**src/rtl/cpu_pkg.sv**
```systemverilog
// cpu_pkg: shared memory-access FSM states, bus width defaults and SRAM control idle value
package cpu_pkg;
  typedef enum logic [1:0] {IDLE, SETUP, ACCESS, HOLD} mau_state_t;
  localparam int ADDR_W_DEF = 16;
  localparam int DATA_W_DEF = 16;
  localparam logic [2:0] SRAM_CTRL_IDLE = 3'b111;
endpackage

```
**src/rtl/mem_access_unit.sv**
```systemverilog
// mem_access_unit: strobe-driven async SRAM cycle sequencer with registered pins and wait states
module mem_access_unit
  import cpu_pkg::*;
#(
  parameter int ADDR_W      = ADDR_W_DEF,
  parameter int DATA_W      = DATA_W_DEF,
  parameter int WAIT_STATES = 2
) (
  input  logic              clk,
  input  logic              rst_n,
  input  logic              mem_read,
  input  logic              mem_write,
  input  logic [ADDR_W-1:0] addr,
  input  logic [DATA_W-1:0] wdata,
  output logic [DATA_W-1:0] rdata,
  output logic              rdata_valid,
  output logic              busy,
  output logic              err,
  output logic [ADDR_W-1:0] sram_addr,
  output logic [DATA_W-1:0] sram_dq_o,
  input  logic [DATA_W-1:0] sram_dq_i,
  output logic              sram_dq_oe,
  output logic              sram_ce_n,
  output logic              sram_oe_n,
  output logic              sram_we_n
);
  mau_state_t state, state_d;
  logic [3:0] cnt, cnt_d;
  logic wr, wr_d, strobe, accept, last;
  always_comb begin
    strobe  = mem_read | mem_write;
    accept  = strobe && state == IDLE;
    last    = state == ACCESS && cnt == 4'd0;
    wr_d    = accept ? mem_write : wr;
    cnt_d   = state == SETUP ? 4'(WAIT_STATES - 1) : state == ACCESS ? cnt - 4'd1 : cnt;
    state_d = accept ? SETUP : state == SETUP ? ACCESS : last ? HOLD : state == HOLD ? IDLE : state;
  end
  assign busy = state != IDLE;
  always_ff @(posedge clk) begin
    if (!rst_n) begin
      state       <= IDLE;
      cnt         <= '0;
      wr          <= 1'b0;
      rdata       <= '0;
      rdata_valid <= 1'b0;
      err         <= 1'b0;
      sram_addr   <= '0;
      sram_dq_o   <= '0;
      sram_dq_oe  <= 1'b0;
      {sram_ce_n, sram_oe_n, sram_we_n} <= SRAM_CTRL_IDLE;
    end else begin
      state <= state_d;
      cnt   <= cnt_d;
      wr    <= wr_d;
      if (accept) begin
        sram_addr <= addr;
        sram_dq_o <= wdata;
      end
      if ((mem_read && mem_write) || (strobe && !accept)) err <= 1'b1;
      // pins are registered from the next state so they change with the state itself
      sram_ce_n   <= state_d == IDLE;
      sram_oe_n   <= !(!wr_d && (state_d == SETUP || state_d == ACCESS));
      sram_we_n   <= !(wr_d && state_d == ACCESS);
      sram_dq_oe  <= wr_d && state_d != IDLE;
      rdata_valid <= last && !wr;
      if (last && !wr) rdata <= sram_dq_i;
    end
  end
endmodule

```
**config.mk**
```make
export PLATFORM = sky130hd
export DESIGN_NAME = mem_access_unit
export DESIGN_NICKNAME = d
export VERILOG_FILES = /design/src/rtl/cpu_pkg.sv /design/src/rtl/mem_access_unit.sv
export SDC_FILE = /design/constraint.sdc
export NUM_CORES = 1
export LEC_CHECK = 0
export ABC_AREA = 1
export CAP_MARGIN = 0
export CORE_UTILIZATION = 37
export DETAILED_ROUTE_END_ITERATION = 10
export GPL_TIMING_DRIVEN = 1
export PLACE_DENSITY = 0.76
export SYNTH_ARGS = -nofsm -noshare
export SYNTH_HDL_FRONTEND = slang
export SYNTH_SLANG_ARGS = --single-unit
```
**constraint.sdc**
```tcl
create_clock -name clk -period 1.4 [get_ports clk]
set_input_delay 0.28 -clock clk [delete_from_list [all_inputs] [get_ports clk]]
set_output_delay 0.28 -clock clk [all_outputs]
set_load 0.01 [all_outputs]
```
==> results.py <==
metrics = {
    "outcome": {
        "status": "finished, violations left",
        "violations": "setup timing",
    },
    "cts": {
        "clk_pin_slew_ps": 60,
        "cts_max_level": 3,
        "cts_buffers": 9,
        "tritoncts": "yes",
        "clockBufferDepth": 2,
        "clock-sinks": 61,
        "cts_root_buf": "clkbuf_8",
        "clk_latency_ps": 330,
    },
    "sta": {
        "drv_slew": 0,
        "fin_setup_tns_ps": -38.38,
        "hold_violations": 0,
        "fin_crit_ps": 1425,
        "setup_viol": 3,
        "skew_ps": 8.850,
        "max_clock_freq_ghz": 0.7020,
        "timing.final.crit_share": 1.018,
        "rsz0062_at_grt": "true",
        "fin_ws_ps": -24.55,
        "tightestPinTransition_ps": 232.1,
        "slew-limit-headroom": 0.8451,
    },
    "min_path": {
        "holdCritPathClass": "reg -> reg",
        "holdPathStages": 2,
    },
    "logic_synthesis": {
        "ys_ff_latch": 61,
        "synth-edff-count": 0,
        "async_flop_share": 0,
        "yosys_warnings": 0,
        "ys_seq_area_frac": 0.5290,
        "synth_top_area_frac": 0.5290,
        "synth_cell_type_count": 25,
        "synth_top_area_cell": "dfxtp_1",
        "synth_nets": 338,
        "synth_ff_type": "dfxtp_1",
        "synth_cells": 279,
        "syn_area_per_cell_sq_um": 8.274,
        "netlist_area_sq_um": 2308,
        "synthTopCellsByArea": "dfxtp_1 53%, nor2_1 11%, o21ai_0 6.3%",
    },
    "grt": {
        "grt_max_degree": 25,
        "grt_antenna_before_repair": 0,
        "grt_pass1_wl_um": 9170,
        "grt-ovfl-total": 0,
        "grt_pass1_vias": 2137,
        "track_usage": 0.1828,
    },
    "place": {
        "numPortBuffers": 106,
        "globalplace.congestion": 0.6918,
        "dpl-instance-area_sq_um": 3576,
        "dpl.cell_count": 466,
        "pre_cts_slack_ps": -217.6,
        "dp_hpwl_um": 4146,
    },
    "finish": {
        "nFillCells": 542,
        "antenna_cells": 0,
        "fin_area_sq_um": 3770,
        "layout-area-overhead-vs-synth_pct": 63.31,
        "drive_gt1_frac": 0.1593,
        "nNetsFinal": 463,
        "final_cells": 483,
    },
    "power": {
        "p_leak_nw": 1.714,
        "peakVddDrop_mv": 0.9766,
        "powerDensity_nw_per_um2": 1932,
        "totalPowerFinal_w": 0.007284,
    },
    "critical_path": {
        "required_ps": 1600,
        "reg2regPathDepth": 10,
        "critical_path.max_stage_delay_ps": 330,
        "critPathLaunchType": "flip-flop",
        "path_depth": 10,
        "path_max_fanout": 3,
        "worstPathCellList": "buf_6 -> ha_4 -> nand2_4 -> inv_6 -> nand2_4 -> nand2_2 -> a21oi_2 -> buf_4 -> ha_4 -> nand4_1",
        "crit_buf_inv": 3,
        "cp-end-kind": "flip-flop",
        "cp_slowest_cell": "dfxtp_2",
        "crit_family": "flip-flops",
        "critPathKind": "reg -> reg",
        "worst_ep_arrival_time_ps": 1630,
    },
    "floorplanning": {
        "start_util": 0.3876,
        "die-area_sq_um": 6559,
        "rows": 28,
        "die_w_um": 80.99,
        "num_io_pins": 107,
        "core_area_sq_um": 5956,
        "die_h_um": 80.99,
    },
    "drt": {
        "dr.pass1.iters": 4,
        "vias": 2274,
        "drc": 0,
        "first_iter_violations": 87,
        "viasPerCell": 4.708,
        "wl_um": 5856,
        "ant_nets": 0,
        "wire_per_inst_um": 12.12,
    },
    "job": {
        "maxCapViolations": 0,
    },
}
==> tightest hold or removal path, cell delays in order, from the launching register on <==
cell     delay (ps)
dfxtp_1         300
nand2_1          60
a21oi_1          50
==> kinds of logic (layout without fill, tap and decap cells) <==
kind of cell	after synthesis	after routing	share of synthesized area
simple gates	121	122	0.2336
fa+ha+maj	7	7	0.03794
buf+inv	32	160	0.07046
compound gates	58	58	0.1290
flops	61	61	0.5290
==> path summary, 6_finish.rpt <==
| check | start | to | slack, ps |
|---|---|---|---|
| max reg2reg | state[1] | sram_we_n | -20 |
| max | state[1] | sram_we_n | -20 |
| min | rdata[9] | rdata[9] | 460 |
| min reg2reg | rdata[9] | rdata[9] | 460 |
==> through the flow <==
step	hold slack, ps	utilization
finish	457.7	0.6330
global route	481.7	0.6330
CTS	460.3	0.6273
detailed placement	453.5	0.6004
global placement	449.0	0.6004
floorplan	428.8	-
==> per-layer routing <==
layer | part of all wire | track usage
met5 | 0 | 0
met4 | 0.021 | 0.09107
met3 | 0.061 | 0.04719
met2 | 0.49 | 0.3303
met1 | 0.43 | 0.1957
==> timing repair <==
item | in CTS | in global routing
endpoints found under the setup margin | 75 | 25
pin swaps | 5 | 5
gates cloned | 1 | 0
setup buffers | 1 | 0
resized for setup | 62 | 10
hold buffers | 0 | 0
==> layout make-up <==
| cell class | count | area (sq um) | share of cell area |
|---|---|---|---|
| flip-flops and latches | 61 | 1224 | 0.3246 |
| multi-input cells | 187 | 1018 | 0.2702 |
| inverters | 16 | 67.56 | 0.01792 |
| clock inverters | 4 | 48.80 | 0.01294 |
| repair buffers | 129 | 1176 | 0.3120 |
| well taps | 75 | 93.84 | 0.02489 |
| clock buffers | 11 | 141.4 | 0.03750 |
==> where the power goes <==
group / switching (W) / total [W] / internal (W)
combinational: 0.00178 / 0.00328 / 0.00149
sequential: 0.000244 / 0.00251 / 0.00226
clock: 0.000642 / 0.00150 / 0.000858
total: 0.00267 / 0.00728 / 0.00462
==> placed cells by master (no fill, tap or decap), types with 3 or more instances in the layout <==
master           Yosys  layout
clkbuf_8             0      10
buf_4                3      20
dlygate4sd2_1        0      54
nand2_1             26      24
nor2_1              69      68
nand2_4              1       3
o21ai_1              5       5
clkdlybuf4s50_1      0      51
dfxtp_1             61      59
nand4_1             18      18
o21ai_0             29      29
inv_1               12       8
ha_4                 0       4
a21oi_1             21      20
inv_2                3       6
==> sequential cells by signal, summed over array words and instances (netlist names) <==
register     flops
rdata_valid      1
sram_oe_n        1
sram_addr       16
sram_we_n        1
wr               1
cnt              4
state            2
err              1
sram_dq_oe       1
sram_ce_n        1
rdata           16
sram_dq_o       16
==> cells in the mapped netlist, types with 4 or more instances <==
cell and instances:
a21oi_1 21, nand2_1 26, nand4_1 18, ha_1 7
buf_2 4, nor2_1 69, clkbuf_1 5, inv_1 12
o21ai_0 29, dfxtp_1 61, o21ai_1 5
Power figures use the tool's default switching activity.
